## config.mk

```make
export PLATFORM = sky130hd
export DESIGN_NAME = kypd_scanner
export DESIGN_NICKNAME = d
export VERILOG_FILES = /design/src/rtl/kypd_pkg.sv /design/src/rtl/kypd_debounce.sv /design/src/rtl/kypd_scanner.sv
export SDC_FILE = /design/constraint.sdc
export NUM_CORES = 1
export LEC_CHECK = 0
export BUFFER_PORTS_ARGS = -buffer_cell sky130_fd_sc_hd__clkbuf_2
export CAP_MARGIN = 30
export CORE_MARGIN = 2
export CORE_UTILIZATION = 55
export CTS_BUF_LIST = sky130_fd_sc_hd__clkbuf_4
export DETAILED_ROUTE_END_ITERATION = 8
export GPL_TIMING_DRIVEN = 0
export PLACE_DENSITY = 0.73
export SYNTH_ARGS = -nofsm -noshare
export SYNTH_HDL_FRONTEND = slang
export SYNTH_SLANG_ARGS = --single-unit
```

## constraint.sdc

```tcl
create_clock -name clk -period 3.55 [get_ports clk]
set_input_delay 0.355 -clock clk [delete_from_list [all_inputs] [get_ports clk]]
set_output_delay 0.355 -clock clk [all_outputs]
set_load 0.01 [all_outputs]
```

## src/rtl/kypd_pkg.sv

```systemverilog
// Shared definitions for the PmodKYPD scanner.
//   key_code_e : 4-bit key codes KEY_0..KEY_F
//   key_t      : {valid, code} key state; KEY_NONE = no key closed
//   col_drive  : column index -> active-low one-hot column drive pattern
//   key_map    : (column, row) -> key code for the 4x4 PmodKYPD layout
//   first_row  : lowest-numbered closed row of an active-low row vector
package kypd_pkg;

   typedef enum logic [3:0] {
      KEY_0 = 4'h0, KEY_1 = 4'h1, KEY_2 = 4'h2, KEY_3 = 4'h3,
      KEY_4 = 4'h4, KEY_5 = 4'h5, KEY_6 = 4'h6, KEY_7 = 4'h7,
      KEY_8 = 4'h8, KEY_9 = 4'h9, KEY_A = 4'hA, KEY_B = 4'hB,
      KEY_C = 4'hC, KEY_D = 4'hD, KEY_E = 4'hE, KEY_F = 4'hF
   } key_code_e;

   typedef struct packed {
      logic       valid;
      logic [3:0] code;
   } key_t;

   localparam key_t KEY_NONE = '{valid: 1'b0, code: 4'h0};

   localparam logic [3:0] COL_DRV_0 = 4'b0111;
   localparam logic [3:0] COL_DRV_1 = 4'b1011;
   localparam logic [3:0] COL_DRV_2 = 4'b1101;
   localparam logic [3:0] COL_DRV_3 = 4'b1110;

   function automatic logic [3:0] col_drive(input logic [1:0] c);
      logic [3:0] drv;
      case (c)
         2'd0:    drv = COL_DRV_0;
         2'd1:    drv = COL_DRV_1;
         2'd2:    drv = COL_DRV_2;
         default: drv = COL_DRV_3;
      endcase
      return drv;
   endfunction

   function automatic logic [3:0] key_map(input logic [1:0] c, input logic [1:0] r);
      key_code_e k;
      case ({c, r})
         4'b00_00: k = KEY_1;
         4'b00_01: k = KEY_4;
         4'b00_10: k = KEY_7;
         4'b00_11: k = KEY_0;
         4'b01_00: k = KEY_2;
         4'b01_01: k = KEY_5;
         4'b01_10: k = KEY_8;
         4'b01_11: k = KEY_F;
         4'b10_00: k = KEY_3;
         4'b10_01: k = KEY_6;
         4'b10_10: k = KEY_9;
         4'b10_11: k = KEY_E;
         4'b11_00: k = KEY_A;
         4'b11_01: k = KEY_B;
         4'b11_10: k = KEY_C;
         default:  k = KEY_D;
      endcase
      return k;
   endfunction

   // Row 0 has priority; with no row closed the result is don't-care (3).
   function automatic logic [1:0] first_row(input logic [3:0] row_n);
      logic [1:0] r;
      if (!row_n[0])      r = 2'd0;
      else if (!row_n[1]) r = 2'd1;
      else if (!row_n[2]) r = 2'd2;
      else                r = 2'd3;
      return r;
   endfunction

endpackage

```

## src/rtl/kypd_debounce.sv

```systemverilog
// Frame-rate debouncer for the scanned key state.
//   clk, reset     : clock, asynchronous active-low reset
//   frame_end_i    : one-cycle pulse when a complete scan frame result is on raw_i
//   raw_i          : {valid, code} result of the frame (KEY_NONE if nothing closed)
//   accept_o       : pulses in the frame_end cycle when the accepted state changes
//   accepted_nxt_o : accepted state including this cycle's update (for registering)
module kypd_debounce
   import kypd_pkg::*;
#(
   parameter int unsigned DEBOUNCE_COUNT = 4
) (
   input  logic clk,
   input  logic reset,
   input  logic frame_end_i,
   input  key_t raw_i,
   output logic accept_o,
   output key_t accepted_nxt_o
);

   localparam int unsigned CNT_W = $clog2(DEBOUNCE_COUNT + 1);
   localparam logic [CNT_W-1:0] CNT_MAX = CNT_W'(DEBOUNCE_COUNT);

   key_t             cand_q, cand_d;
   key_t             acc_q, acc_d;
   logic [CNT_W-1:0] cnt_q, cnt_d;
   logic             accept_d;

   // The count only reaches CNT_MAX right after a run of identical frames, and
   // acceptance immediately equalises acc and cand, so testing cand != acc when
   // the count is at CNT_MAX fires exactly once per stable new state.
   always_comb begin
      cand_d   = cand_q;
      cnt_d    = cnt_q;
      acc_d    = acc_q;
      accept_d = 1'b0;
      if (frame_end_i) begin
         if (raw_i == cand_q) begin
            if (cnt_q != CNT_MAX) cnt_d = cnt_q + CNT_W'(1);
         end else begin
            cand_d = raw_i;
            cnt_d  = CNT_W'(1);
         end
         if (cnt_d == CNT_MAX && cand_d != acc_q) begin
            acc_d    = cand_d;
            accept_d = 1'b1;
         end
      end
   end

   always_ff @(posedge clk or negedge reset) begin
      if (!reset) begin
         cand_q <= KEY_NONE;
         cnt_q  <= '0;
         acc_q  <= KEY_NONE;
      end else begin
         cand_q <= cand_d;
         cnt_q  <= cnt_d;
         acc_q  <= acc_d;
      end
   end

   assign accept_o       = accept_d;
   assign accepted_nxt_o = acc_d;

endmodule

```

## src/rtl/kypd_scanner.sv

```systemverilog
// PmodKYPD 4x4 keypad scanner feeding music_player.
//   clk            : system clock
//   reset          : asynchronous active-low reset
//   row[3:0]       : row returns, active-low
//   col[3:0]       : column drive, active-low one-hot (col 0 = 4'b0111)
//   instruments    : code of the last accepted key press, held between presses
//   new_instrument : one-cycle strobe coincident with an instruments update
//   key_down       : high while the debounced state is a pressed key
module kypd_scanner
   import kypd_pkg::*;
#(
   parameter int unsigned SCAN_CYCLES    = 100000,
   parameter int unsigned DEBOUNCE_COUNT = 4
) (
   input  logic       clk,
   input  logic       reset,
   input  logic [3:0] row,
   output logic [3:0] col,
   output logic [3:0] instruments,
   output logic       new_instrument,
   output logic       key_down
);

   localparam int unsigned SLOT_W = $clog2(SCAN_CYCLES);
   localparam logic [SLOT_W-1:0] SLOT_LAST = SLOT_W'(SCAN_CYCLES - 1);

   logic [3:0]        row_s1_q, row_s1_d;
   logic [3:0]        row_s2_q, row_s2_d;
   logic [SLOT_W-1:0] slot_q, slot_d;
   logic [1:0]        col_idx_q, col_idx_d;
   logic [3:0]        col_q, col_d;
   key_t              frame_hit_q, frame_hit_d;
   logic [3:0]        instruments_q, instruments_d;
   logic              new_instrument_q, new_instrument_d;
   logic              key_down_q, key_down_d;

   logic capture;
   logic frame_end;
   logic col_hit;
   key_t col_key;
   key_t raw;
   logic accept;
   key_t accepted_nxt;

   // Scan timing, per-frame key priority and output update.
   always_comb begin
      row_s1_d = row;
      row_s2_d = row_s1_q;

      capture   = (slot_q == SLOT_LAST);
      frame_end = capture && (col_idx_q == 2'd3);

      slot_d    = capture ? '0 : slot_q + SLOT_W'(1);
      col_idx_d = capture ? col_idx_q + 2'd1 : col_idx_q;
      col_d     = col_drive(col_idx_d);

      col_hit       = ~&row_s2_q;
      col_key.valid = 1'b1;
      col_key.code  = key_map(col_idx_q, first_row(row_s2_q));

      // Earlier columns win, so a hit already held for this frame is kept.
      if (frame_hit_q.valid) raw = frame_hit_q;
      else if (col_hit)      raw = col_key;
      else                   raw = KEY_NONE;

      frame_hit_d = frame_hit_q;
      if (capture) begin
         if (frame_end) frame_hit_d = KEY_NONE;
         else           frame_hit_d = raw;
      end

      new_instrument_d = accept && accepted_nxt.valid;
      instruments_d    = new_instrument_d ? accepted_nxt.code : instruments_q;
      key_down_d       = accepted_nxt.valid;
   end

   kypd_debounce #(
      .DEBOUNCE_COUNT(DEBOUNCE_COUNT)
   ) u_debounce (
      .clk           (clk),
      .reset         (reset),
      .frame_end_i   (frame_end),
      .raw_i         (raw),
      .accept_o      (accept),
      .accepted_nxt_o(accepted_nxt)
   );

   always_ff @(posedge clk or negedge reset) begin
      if (!reset) begin
         row_s1_q         <= '1;
         row_s2_q         <= '1;
         slot_q           <= '0;
         col_idx_q        <= '0;
         col_q            <= COL_DRV_0;
         frame_hit_q      <= KEY_NONE;
         instruments_q    <= '0;
         new_instrument_q <= 1'b0;
         key_down_q       <= 1'b0;
      end else begin
         row_s1_q         <= row_s1_d;
         row_s2_q         <= row_s2_d;
         slot_q           <= slot_d;
         col_idx_q        <= col_idx_d;
         col_q            <= col_d;
         frame_hit_q      <= frame_hit_d;
         instruments_q    <= instruments_d;
         new_instrument_q <= new_instrument_d;
         key_down_q       <= key_down_d;
      end
   end

   assign col            = col_q;
   assign instruments    = instruments_q;
   assign new_instrument = new_instrument_q;
   assign key_down       = key_down_q;

endmodule

```

# --- Yosys cells after proc, flatten, opt, wreduce, memory -nomap -nowiden ---
# Memory sizes are Yosys's and may differ from the RTL's.
# Index checks and enable logic that the tools add are counted.
# Widths: inputs -> output; s select.
classes:
  n_shift: 0
  eq_ne: 8
  magnitude_cmp: 0
  n_reduce_logical: 5
  n_mux: 18
  n_addsub: 3
  div: 0
  n_bitwise: 0
  mul: 0
op_table:
  columns: ["operator", "count"]
  rows:
  - ["$mux 5", 7]
  - ["$add 17x1->17 const B", 1]
  - ["$eq 17x17->1 const B", 1]
  - ["$mux 17", 1]
  - ["$pmux 4 s3", 1]
  - ["$mux 3", 3]
  - ["$mux 2", 3]
  - ["$eq 5x5->1", 1]
  - ["$ne 5x5->1", 1]
  - ["$eq 2x2->1 const B", 2]
  - ["$reduce_and 4->1", 1]
  - ["$add 3x1->3 const B", 1]
  - ["$eq 3x3->1 const B", 1]
  - ["$logic_and 1x1->1", 3]
  - ["$mux 1", 3]
  - ["$ne 3x3->1 const B", 1]
  - ["$add 2x1->2 const B", 1]
  - ["$eq 2x1->1 const B", 1]
  - ["$logic_not 2->1", 1]
word_totals:
  n_memories: 1
  mem_bits_ro: 64
  output_inout_bits: 10
  inputBits: 6
  latchBits: 0
  mem_bits_rw: 0
  word_cells: 49
  regBits: 54
mem_list:
  columns: ["name", "depth", "word_bits", "rd", "rd_ports_with_merged_regs", "wr", "line", "text"]
  rows:
  - ["(no name shown)", 16, 4, 1, 0, 0, "kypd_pkg.sv:41", "case ({c, r})"]

# --- Depth between registers and ports, before layout ---
# Gate-level depths: netlist (run 1).
# An unclocked memory read counts as a cell.
depth:
  ltp_word: 14
  depth_mapped: 11
  mapped_depth_nobuf: 10

# --- Cells and area by module ---
# Synthesis (run 1) repeated with hierarchy kept, for this count alone.
hier_totals:
  cells_unflattened: 229
  hier_area_um2: 2590.0
by_module_without_submodules:
  columns: ["module", "instances", "seq_area_each_um2", "cells_each", "area_each_um2"]
  rows:
  - ["kypd_scanner", 1, 1064.8, 173, 1890.6]
  - ["kypd_debounce", 1, 325.3, 56, 699.4]

# --- Worst setup path before layout (run 1) ---
# OpenSTA, ideal clock, no wires.
synth_timing:
  kind: "register -> register"
  from: "reg row_s2_q[0]"
  to: "reg instruments_q[2] (netlist: instruments[2])"
  n_path_buf: 1
  setup_slack_ns: 0.401
  t_required_ns: 3.425
  arrival_ns: 3.024
  path_stages_with_launch: 11
  period_less_slack_ns: 3.149
  cell_sequence: "dfstp_2 > buf_2 > and2_1 > ha_1 > mux2_4 > o21ai_2 > o41ai_1 > or3b_1 > or4_4 > nor3_4 > mux2_4"
synth_via:
  elab_chain_len: 12
  word_cells_on_any_way: 18
synth_rtl:
  columns: ["element", "line", "text"]
  rows:
  - ["from (decl)", "kypd_scanner.sv:28", "logic [3:0] row_s2_q, row_s2_d;"]
  - ["from (signal assigned)", "kypd_scanner.sv:101", "row_s2_q <= row_s2_d;"]
  - ["$mux 2", "kypd_pkg.sv:65", "if (!row_n[0]) r = 2'd0;"]
  - ["$mem_v2 16x4", null, null]
  - ["$mux 5 *", "kypd_scanner.sv:63", "else if (col_hit) raw = col_key;"]
  - ["$mux 5 *", "kypd_scanner.sv:62", "if (frame_hit_q.valid) raw = frame_hit_q;"]
  - ["$eq 5x5->1", "kypd_debounce.sv:37", "if (raw_i == cand_q) begin"]
  - ["$mux 5 / $mux 3 (equally long branches)", "kypd_debounce.sv:37", null]
  - ["$mux 5 / $mux 3 (equally long branches)", "kypd_debounce.sv:36", "if (frame_end_i) begin"]
  - ["$ne 5x5->1 / $eq 3x3->1 (equally long branches)", "kypd_debounce.sv:43", "if (cnt_d == CNT_MAX && cand_d != acc_q) begin"]
  - ["$logic_and 1x1->1", "kypd_debounce.sv:43", null]
  - ["$mux 1 / $mux 5 (equally long branches)", "kypd_debounce.sv:43", null]
  - ["$mux 1 / $mux 5 (equally long branches)", "kypd_debounce.sv:36", null]
  - ["$logic_and 1x1->1 *", "kypd_scanner.sv:72", "new_instrument_d = accept && accepted_nxt.valid;"]
  - ["named net new_instrument_d", "kypd_scanner.sv:34", "logic new_instrument_q, new_instrument_d;"]
  - ["to (signal assigned)", "kypd_scanner.sv:106", "instruments_q <= instruments_d;"]
  - ["to (decl)", "kypd_scanner.sv:33", "logic [3:0] instruments_q, instruments_d;"]
# The timed path passes the listed nets; every way through them passes the cells marked *. The select of a mux whose other input is x is not followed.
# A chain may end at the register's enable or synchronous reset.

# --- Worst setup path after layout (run 1) ---
layout_timing:
  from: "reg row_s2_q[2]"
  to: "reg instruments_q[0] (netlist: instruments[0])"
layout_via:
  elab_chain_len: 14
  word_cells_on_any_way: 20
layout_rtl:
  columns: ["element", "line", "text"]
  rows:
  - ["$mux 1", "kypd_pkg.sv:67", "else if (!row_n[2]) r = 2'd2;"]
  - ["$mux 2", "kypd_pkg.sv:66", "else if (!row_n[1]) r = 2'd1;"]
  - ["$mux 2", "kypd_pkg.sv:65", null]
  - ["$mem_v2 16x4", null, null]
  - ["$mux 5 *", "kypd_scanner.sv:63", null]
  - ["$mux 5 *", "kypd_scanner.sv:62", null]
  - ["$eq 5x5->1", "kypd_debounce.sv:37", null]
  - ["$mux 5 / $mux 3 (equally long branches)", "kypd_debounce.sv:37", null]
  - ["$mux 5 / $mux 3 (equally long branches)", "kypd_debounce.sv:36", null]
  - ["$ne 5x5->1 / $eq 3x3->1 (equally long branches)", "kypd_debounce.sv:43", null]
  - ["$logic_and 1x1->1", "kypd_debounce.sv:43", null]
  - ["$mux 1 / $mux 5 (equally long branches)", "kypd_debounce.sv:43", null]
  - ["$mux 1 / $mux 5 (equally long branches)", "kypd_debounce.sv:36", null]
  - ["$logic_and 1x1->1 *", "kypd_scanner.sv:72", null]
  - ["named net new_instrument_d", "kypd_scanner.sv:34", null]
# Marked as above.

==> metrics.yaml, run 1 <==
cells_and_area:
  drive_gt1_share_pct: 20.0
  nets: 316
  antenna_cells: 0
  fin_cells: 375
  area_growth_pct: 11.1
worst_setup_path:
  r2r_end: "instruments[0]"
  setup.worst_path.start_class: "register"
  arrival_ps: 3710
  worstPathMaxFanout: 5
  slowest_stage: "dfstp_2"
  worstPathRequired_ps: 3870
  reg2reg_slack_ps: 160
  crit_path_end_kind: "register"
  critical_path_class: "reg -> reg"
  slowest_delay_ps: 610
  crit_chain: "nand2b_1 > nand2_1 > ha_1 > mux2_4 > o21ai_2 > o41ai_1 > or3b_1 > or4_4 > nor3_4 > buf_4 > mux2i_1"
  r2r_start: "row_s2_q[2]"
  r2r_cells: 11
worst_hold_path:
  hold_end: "row_s1_q[2]"
  worstHoldPathCells: 1
  hold_path.startpoint: "row[2]"
  hold_path_class: "in -> reg"
synth:
  syn_avg_cell_area_um2: 10.2
  ys_ff_latch: 54
  async_reset_ff_share_pct: 100
  syn_nets: 289
  synth_seq_area_share_pct: 48.3
  synth_edf_count: 0
  ys_warn_count: 0
  ys.flop_type: "dfrtp_1"
  netlist_area_mm2: 0.00282
  ys_types: 61
  synth_cells: 277
drt:
  drt-wirelength-per-cell_um: 14.5
  route.vias.total: 2060
  wl_met3_um: 174
  met2_length_um: 2630
  first_pass_iters: 4
  wl_um: 5460
  drcViolationCount: 0
  dr.first_iter.drc_count: 112
  via_per_inst: 5.49
  top_layer: "met4"
  wl_met1_um: 2580
  ant_nets: 0
timing:
  setup_violations: 0
  setup-tns-final_ps: 0
  relSlewSlack_pct: 62.1
  post-route-period-util_pct: 95.4
  hold_viol_final: 0
  worst_pin_slew_ps: 563
  period_minus_slack_ps: 3390
  skew_ps: 12.3
  max_freq_mhz: 295
  maxSlewViolCount: 0
  rsz0062_at_grt: "false"
clock_network:
  cts_buffer_depth: 2
  htree_levels: 2
  cts-root-buf: "clkbuf_4"
  tritoncts: "done"
  cts.sinks: 54
  clk_pin_slew_ps: 170
  cts_inserted_buffers: 5
  insertion_delay_ps: 390
grt:
  grt_start_max_net_pins: 35
  grt_usage_pct: 21.5
  grt_pass1_wl_um: 9280
  antenna_found_initial: 0
  grt_pass1_vias: 1977
  grt_overflow: 0
placed_design:
  dp_hpwl_um: 3890
  io_buffers: 15
  gp_congestion: 0.899
  placedCellCount: 364
run:
  maxCapViolations: 0
floorplanning:
  initial_core_util_pct: 56.0
  fp.dieW_um: 75.7
  dieArea_mm2: 0.00572
  ios: 16
  die_y_um: 75.7
  core-area_mm2: 0.00504
  rows: 26
power_and_ir_drop:
  ir_drop_v: 0.000249
  powerDensity_mw_per_mm2: 332
  p_leak_nw: 1.36
status:
  outcome: "finished clean"
[per-stage QoR]
step | util [%] | power (mW) | area, um^2 | hold WS [ps] | setup WS [ps]
floorplan | - | 0.663 | 2820 | 59.4 | 401
global placement | 59.2 | 0.685 | 2990 | 346 | 19.5
detailed placement | 59.9 | 0.690 | 3020 | 347 | 140
CTS | 61.8 | 1.05 | 3110 | 18.2 | 130
global route | 62.2 | 1.08 | 3140 | 2.86 | 5.91
finish | 62.2 | 1.04 | 3140 | 27.9 | 163
[cells in the mapped netlist, types with 3 or more instances]
library cell  instances  area (um^2)
clkbuf_1              7         26.3
o2111ai_1             3         26.3
nand2_1              28          105
and3_1                5         31.3
and4_1                3         26.3
nand3_1              10         50.1
nand4_1               4         25.0
buf_2                 3         15.0
a21oi_1               7         35.0
nand2b_1             10         62.6
nor4b_1               3         26.3
and2_1                3         18.8
o21ai_0              17         85.1
xor2_1               10         87.6
nor4_1                3         18.8
inv_1                13         48.8
xnor2_1               9         78.8
nor2_1               17         63.8
dfrtp_1              43         1080
dfstp_2              11          289
nor2b_1               8         50.1
ha_1                  6         75.1
mux2_2                3         33.8
[how the worst max path moves through the flow]
stage,startpoint,to,slack [ps],cells after the start
2_1_floorplan,row_s2_q[0],instruments[2],400,10
5_1_grt,row_s2_q[2],instruments[0],6,11
3_3_place_gp,row_s2_q[0],instruments[2],20,10
4_1_cts,row_s2_q[0],instruments[2],130,11
6_report,row_s2_q[2],instruments[0],160,11
3_5_place_dp,row_s2_q[0],instruments[2],140,11
[where the power goes]
part	leakage (nW)	internal, mW	switching (mW)
logic	0.613	0.0204	0.0329
clock network	0.0433	0.153	0.209
registers	0.702	0.624	0.00353
total	1.36	0.798	0.245
[state kept, by name, indices dropped and copies added, names as in the netlist]
| signal | cells |
|---|---|
| u_debounce.acc_q | 5 |
| row_s1_q | 4 |
| frame_hit_q | 5 |
| row_s2_q | 4 |
| new_instrument | 1 |
| col | 4 |
| slot_q | 17 |
| instruments | 4 |
| col_idx_q | 2 |
| u_debounce.cand_q | 5 |
| u_debounce.cnt_q | 3 |
[what timing repair did]
action	in CTS	in global routing
resized for setup	0	1
setup buffers	0	2
hold buffers	1	0
endpoints found under the setup margin	0	4
endpoints found under the hold margin	20	0
[kinds of logic after synthesis]
kind of cell / count (synthesis) / synth area share, %
and+or+nand+nor: 111 / 22.8
DFF: 54 / 48.3
muxes: 7 / 2.97
adders and majority gates: 6 / 2.66
buffers and inverters: 24 / 3.59
AOI/OAI and AO/OA: 56 / 13.7
xor gates and xnor gates: 19 / 5.89
[critical path: cells and delay by family, from the launching register on]
family	cells	cell delay (ps)
and+or+nand+nor	5	1530
DFF	1	610
muxes	2	480
adders and majority gates	1	320
AOI/OAI and AO/OA	2	220
buffers and inverters	1	170
[final cells by class]
class                           count  area, um^2
Clock buffer                        5        37.5
Buffer                             11        52.6
Tap cell                           70        87.6
Fill cell                         429        1910
Timing Repair Buffer               20         131
Inverter                           13        48.8
Sequential cell                    54        1370
Clock inverter                      3        48.8
Multi-Input combinational cell    199        1370
[layer usage]
metal  global-route usage [%]  vias up
li1                         -     1045
met4                     6.24        0
met3                     3.57        8
met1                     30.6      974
met5                        0        -
met2                     34.1       33
[layout by cell type, fill, tap and decap left out, types with 3 or more instances in the layout]
master	count
nand3_1	10
buf_2	3
dfrtp_1	43
mux2_2	3
nand4_1	4
clkbuf_2	15
xor2_1	10
nand2_1	28
clkbuf_1	7
inv_1	13
ha_1	6
o21ai_0	17
and4_1	3
nand2b_1	10
a21oi_1	7
xnor2_1	9
dfstp_2	11
and3_1	5
o2111ai_1	3
and2_1	3
nor2b_1	8
clkbuf_4	5
nor2_1	17
nor4_1	3
nor4b_1	3
No activity file was read; power rests on OpenSTA's default activity.
==> run 2, diff against run 1 <==
Settings changed: PLACE_DENSITY 0.73 to 0.87, RECOVER_POWER set to 100.
Clock period 3.55 ns to 2.9 ns, I/O delays scaled along.
==> metrics.yaml, run 2 (synthesized netlist as in run 1, its figures left out) <==
drt:
  drt-wirelength-per-cell_um: 15.0  # +3.3%
  route.vias.total: 2236  # +8.5%
  first_pass_iters: 4  # unchanged
  top_layer: "met4"
  dr.first_iter.drc_count: 164  # +46%
  wl_um: 5840  # +7.1%
  wl_met3_um: 180  # +3.4%
  met2_length_um: 2880  # +9.6%
  ant_nets: 0  # unchanged
  drcViolationCount: 0  # unchanged
  via_per_inst: 5.75  # +4.6%
  wl_met1_um: 2650  # +2.8%
cells_and_area:
  drive_gt1_share_pct: 21.9  # +1.9 points
  fin_cells: 389  # +3.7%
  antenna_cells: 0  # unchanged
  nets: 330  # +4.4%
  layout.cells.most_common_list: "dfrtp_1 (43), nand2_1 (27), clkbuf_1 (17), nor2_1 (16), o21ai_0 (14)"
  finalCoreUtilization_pct: 65.5  # +3.3 points
  regMostFlops: "slot_q"
  largest_reg_flops: 17  # unchanged
  layout_commonest_cell: "dfrtp_1"
  area_growth_pct: 16.9
status:
  outcome: "complete, but fails checks"
  failed_checks: "setup timing"
grt:
  grt_usage_pct: 22.0  # +0.54 points
  antenna_found_initial: 0  # unchanged
  grt_pass1_vias: 2139  # +8.2%
  grt_pass1_wl_um: 9590  # +3.4%
  grt_start_max_net_pins: 37  # +5.7%
  grt_overflow: 0  # unchanged
timing:
  max_freq_mhz: 324  # +9.6%
  whs_ps: 367  # +339 ps
  rsz0062_at_grt: "true"
  maxSlewViolCount: 0  # unchanged
  setup-tns-final_ps: -675  # -675 ps
  worst_pin_slew_ps: 967  # +404 ps
  relSlewSlack_pct: 35.5  # -27 points
  period_minus_slack_ps: 3090  # -298 ps
  setup_violations: 5  # +5
  skew_ps: 29.2  # +16.9 ps
  hold_viol_final: 0  # unchanged
  post-route-period-util_pct: 107  # +11 points
  finalWorstSetupSlack_ps: -189  # -352 ps
power_and_ir_drop:
  switchingPower_mw: 0.296  # +21%
  p_sw_share_pct: 24.7  # +1.2 points
  p_leak_nw: 1.41  # +3.5%
  pwr-share-seq_pct: 64.1  # +3.9 points
  combPwrFrac_pct: 7.9  # +2.8 points
  powerDensity_mw_per_mm2: 363  # +9.2%
  ir_drop_v: 0.000260  # +4.5%
  clkPwrFrac_pct: 28.0  # -6.7 points
  cellInternalPower_mw: 0.903  # +13%
clock_network:
  clk_pin_slew_ps: 150  # -20 ps
  htree_levels: 2  # unchanged
  cts_inserted_buffers: 5  # unchanged
  cts_buffer_depth: 2  # unchanged
  tritoncts: "done"
  cts.sinks: 54  # unchanged
  cts-root-buf: "clkbuf_4"
  insertion_delay_ps: 390  # about the same
floorplanning:
  fp.dieW_um: 75.7  # unchanged
  initial_core_util_pct: 56.0  # unchanged
  ios: 16  # unchanged
  core-area_mm2: 0.00504  # unchanged
  dieArea_mm2: 0.00572  # unchanged
  rows: 26  # unchanged
  die_y_um: 75.7  # unchanged
worst_setup_path:
  critical_path_class: "reg -> reg"
  r2r_end: "instruments[2]"
  r2r_start: "row_s2_q[1]"
  worstPathRequired_ps: 3160  # -710 ps
  crit_path_end_kind: "register"
  r2r_cells: 9  # -2
  worstPathMaxFanout: 7  # +2
  crit_path_end: "instruments[2]"
  startpoint: "row_s2_q[1]"
  arrival_ps: 3350  # -360 ps
  reg2reg_slack_ps: -190  # -350 ps
  setup.worst_path.start_class: "register"
placed_design:
  dp_hpwl_um: 3900  # +0.26%
  gp_congestion: 0.880  # -2.1%
  placedCellCount: 363  # -0.27%
  io_buffers: 15  # unchanged
worst_hold_path:
  hold_path_class: "reg -> reg"
  worstHoldPathCells: 0  # -1
run:
  maxCapViolations: 0  # unchanged
-- run 2: critical path: stages, from the launching register on --
cell and delay [ps]:
dfstp_2 640, and2_4 190, ha_4 200, mux2_4 290
o21ai_4 150, o41ai_2 70, or3b_1 380, or4_4 520
nor3_4 210, mux2_4 320
-- run 2: how the worst min path moves through the flow --
| stage | slack [ps] | end | from |
|---|---|---|---|
| global route | 370 | row_s2_q[1] | row_s1_q[1] |
| floorplan | -6 | col[3] | reset |
| global placement | 350 | row_s2_q[1] | row_s1_q[1] |
| detailed placement | 280 | u_debounce.acc_q[4] | reset |
| CTS | 370 | row_s2_q[1] | row_s1_q[1] |
| finish | 370 | row_s2_q[1] | row_s1_q[1] |
-- run 2: through the flow --
step	area, um^2	power (mW)	worst slack (ps)
floorplan	2860	0.816	-66.4
global placement	3020	0.843	-392
detailed placement	3040	0.847	-415
CTS	3200	1.19	-141
global route	3300	1.25	-255
finish	3300	1.20	-189
-- run 2: power groups by stage --
stage	registers, mW	logic, mW	clock network [mW]
after floorplan	0.781	0.0355	0
after global placement	0.782	0.0606	0
after detailed placement	0.782	0.0653	0
after CTS	0.768	0.0758	0.343
after global routing	0.769	0.104	0.375
final	0.768	0.0948	0.335
-- run 2: final cells by class --
cell class                 count  area, um^2
inverter                      13        48.8
timing repair buffer          34         214
buffer                        11        60.1
clock inverter                 3        21.3
tap                           70        87.6
clock buffer                   5        37.5
multi-input combinational    199        1470
fill                         394        1740
sequential                    54        1370
-- run 2: layer usage --
metal | up-vias | global-route usage (%)
met5 | - | 0
met1 | 1102 | 29.2
met4 | 0 | 7.99
li1 | 1076 | -
met2 | 46 | 36.3
met3 | 12 | 4.10
-- run 2: repair_timing --
item,4_1_cts,5_1_grt
hold buffers,5,0
gates resized for setup,2,17
hold endpoints to repair,13,0
cloned,0,0
pin swaps,3,11
setup endpoints to repair,13,13
setup buffers,6,7
==> run 3, diff against run 2 <==
Settings changed: ABC_CLOCK_PERIOD_IN_PS set to 2900, RECOVER_POWER 100 to 25.
==> metrics.yaml, run 3 (synthesized netlist as in run 1, its figures left out) <==
status:
  outcome: "complete, but fails checks"
  failed_checks: "setup timing"
floorplanning:
  core-area_mm2: 0.00504  # unchanged
  rows: 26  # unchanged
  dieArea_mm2: 0.00572  # unchanged
  ios: 16  # unchanged
  initial_core_util_pct: 56.0  # unchanged
  die_y_um: 75.7  # unchanged
  fp.dieW_um: 75.7  # unchanged
power_and_ir_drop:
  finalPower_mw: 1.20  # +0.32%
  p_leak_nw: 1.44  # +2.5%
  powerDensity_mw_per_mm2: 361  # -0.50%
  ir_drop_v: 0.000260  # about the same
timing:
  setup_violations: 5  # unchanged
  max_freq_mhz: 325  # +0.42%
  post-route-period-util_pct: 106  # -0.44 points
  finalWorstSetupSlack_ps: -176  # +12.8 ps
  maxSlewViolCount: 0  # unchanged
  worst_pin_slew_ps: 1050  # +83.3 ps
  relSlewSlack_pct: 30.0  # -5.6 points
  period_minus_slack_ps: 3080  # -12.8 ps
  skew_ps: 29.3  # +0.106 ps
  hold_viol_final: 0  # unchanged
  rsz0062_at_grt: "true"
  whs_ps: 367  # +0.127 ps
clock_network:
  insertion_delay_ps: 390  # about the same
  cts_buffer_depth: 2  # unchanged
  clk_pin_slew_ps: 150  # about the same
  cts_inserted_buffers: 5  # unchanged
  cts.sinks: 54  # unchanged
  tritoncts: "done"
  cts-root-buf: "clkbuf_4"
  htree_levels: 2  # unchanged
placed_design:
  gp_congestion: 0.880  # unchanged
  io_buffers: 15  # unchanged
  dp_hpwl_um: 3900  # unchanged
drt:
  drcViolationCount: 0  # unchanged
  via_per_inst: 5.77  # +0.36%
  route.vias.total: 2244  # +0.36%
  first_pass_iters: 4  # unchanged
  ant_nets: 0  # unchanged
  drt-wirelength-per-cell_um: 15.1  # +0.44%
  wl_um: 5870  # +0.44%
  dr.first_iter.drc_count: 134  # -18%
worst_setup_path:
  slowest_stage: "dfstp_2"
  r2r_cells: 9  # unchanged
  worstPathRequired_ps: 3160  # about the same
  crit_chain: "and2_4 > ha_4 > mux2_4 > o21ai_4 > o41ai_2 > or3b_1 > or4_4 > nor3_4 > mux2_4"
  slowest_delay_ps: 640  # about the same
  setup.worst_path.start_class: "register"
  cpMostUsedCell: "mux2_4"
  arrival_ps: 3340  # about the same
  crit_path_end_kind: "register"
  critical_path_class: "reg -> reg"
  worstPathMaxFanout: 7  # unchanged
worst_hold_path:
  worstHoldPathCells: 0  # unchanged
  hold_path_class: "reg -> reg"
grt:
  grt_start_max_net_pins: 37  # unchanged
  grt_pass1_wl_um: 9590  # unchanged
  antenna_found_initial: 0  # unchanged
  grt_pass1_vias: 2139  # unchanged
  grt_usage_pct: 22.0  # unchanged
  grt_overflow: 0  # unchanged
run:
  maxCapViolations: 0  # unchanged
cells_and_area:
  nFillCells: 386  # -2.0%
  area_growth_pct: 17.9
  regArea_mm2: 0.00137  # unchanged
  regMostFlops: "slot_q"
  nets: 330  # unchanged
  largest_reg_flops: 17  # unchanged
  drive_gt1_share_pct: 25.4  # +3.4 points
  layout_commonest_cell: "dfrtp_1"
  antenna_cells: 0  # unchanged
  layout.cells.most_common_list: "dfrtp_1 (43), nand2_1 (27), nor2_1 (16), o21ai_0 (14), clkbuf_2 (14)"
  multiInputGateArea_mm2: 0.00147  # unchanged
run 3: cell count changes in the layout (fill, tap and decap cells not counted), sizes merged:
cell    delta
buf        +1
clkbuf     -1
run 3: repair_timing:
item,CTS,global route
hold buffers,5,0
pin swaps,3,11
hold endpoints to repair,13,0
gates resized for setup,2,17
endpoints found under the setup margin,13,13
setup buffers,6,7
run 3: layout make-up:
cell class / count / share of cell area, %
multi-input cells: 199 / 44.1
clock buffers: 5 / 1.13
repair buffers: 34 / 7.25
well taps: 70 / 2.63
flip-flops and latches: 54 / 41.0
clock inverters: 3 / 0.639
plain buffers: 11 / 1.80
inverters: 13 / 1.47
run 3: worst max-delay path, delay by kind of cell, from the launching register on:
| family | cells | cell delay [ps] |
|---|---|---|
| mux | 2 | 600 |
| flops | 1 | 640 |
| simple gates | 4 | 1290 |
| compound gates | 2 | 220 |
| fa+ha+maj | 1 | 200 |
run 3: through the flow:
stage	setup slack [ps]	TNS [ps]	instances	cell area (um^2)	util [%]
after global placement	-392	-1340	362	3020	59.9
after CTS	-141	-520	382	3200	63.5
after global routing	-255	-1280	389	3330	66.0
final	-176	-628	389	3330	66.0
after floorplan	-66.4	-66.4	277	2860	-
after detailed placement	-415	-1630	363	3040	60.2
run 3: power breakdown:
part	internal [mW]	leakage, nW	switching, mW
combinational	0.0463	0.709	0.0514
clock	0.0949	0.0312	0.241
sequential	0.764	0.702	0.00448
total	0.905	1.44	0.297
run 3: final timing paths:
| path | from | to | slack, ps |
|---|---|---|---|
| setup reg to reg | row_s2_q[1] | instruments[2] | -180 |
| setup / recovery | row_s2_q[1] | instruments[2] | -180 |
| hold / removal | row_s1_q[1] | row_s2_q[1] | 370 |
| max in group asynchronous | reset | row_s1_q[0] | 1480 |
| min in group asynchronous | reset | u_debounce.acc_q[4] | 590 |
| hold reg to reg | row_s1_q[1] | row_s2_q[1] | 370 |
run 3: layer usage:
metal  vias up  wire [um]  GRT usage (%)
li1       1074          -              -
met1      1111       2660           29.2
met2        46       2900           36.3
met3        13        185           4.10
met4         0        130           7.99
met5         -          0              0
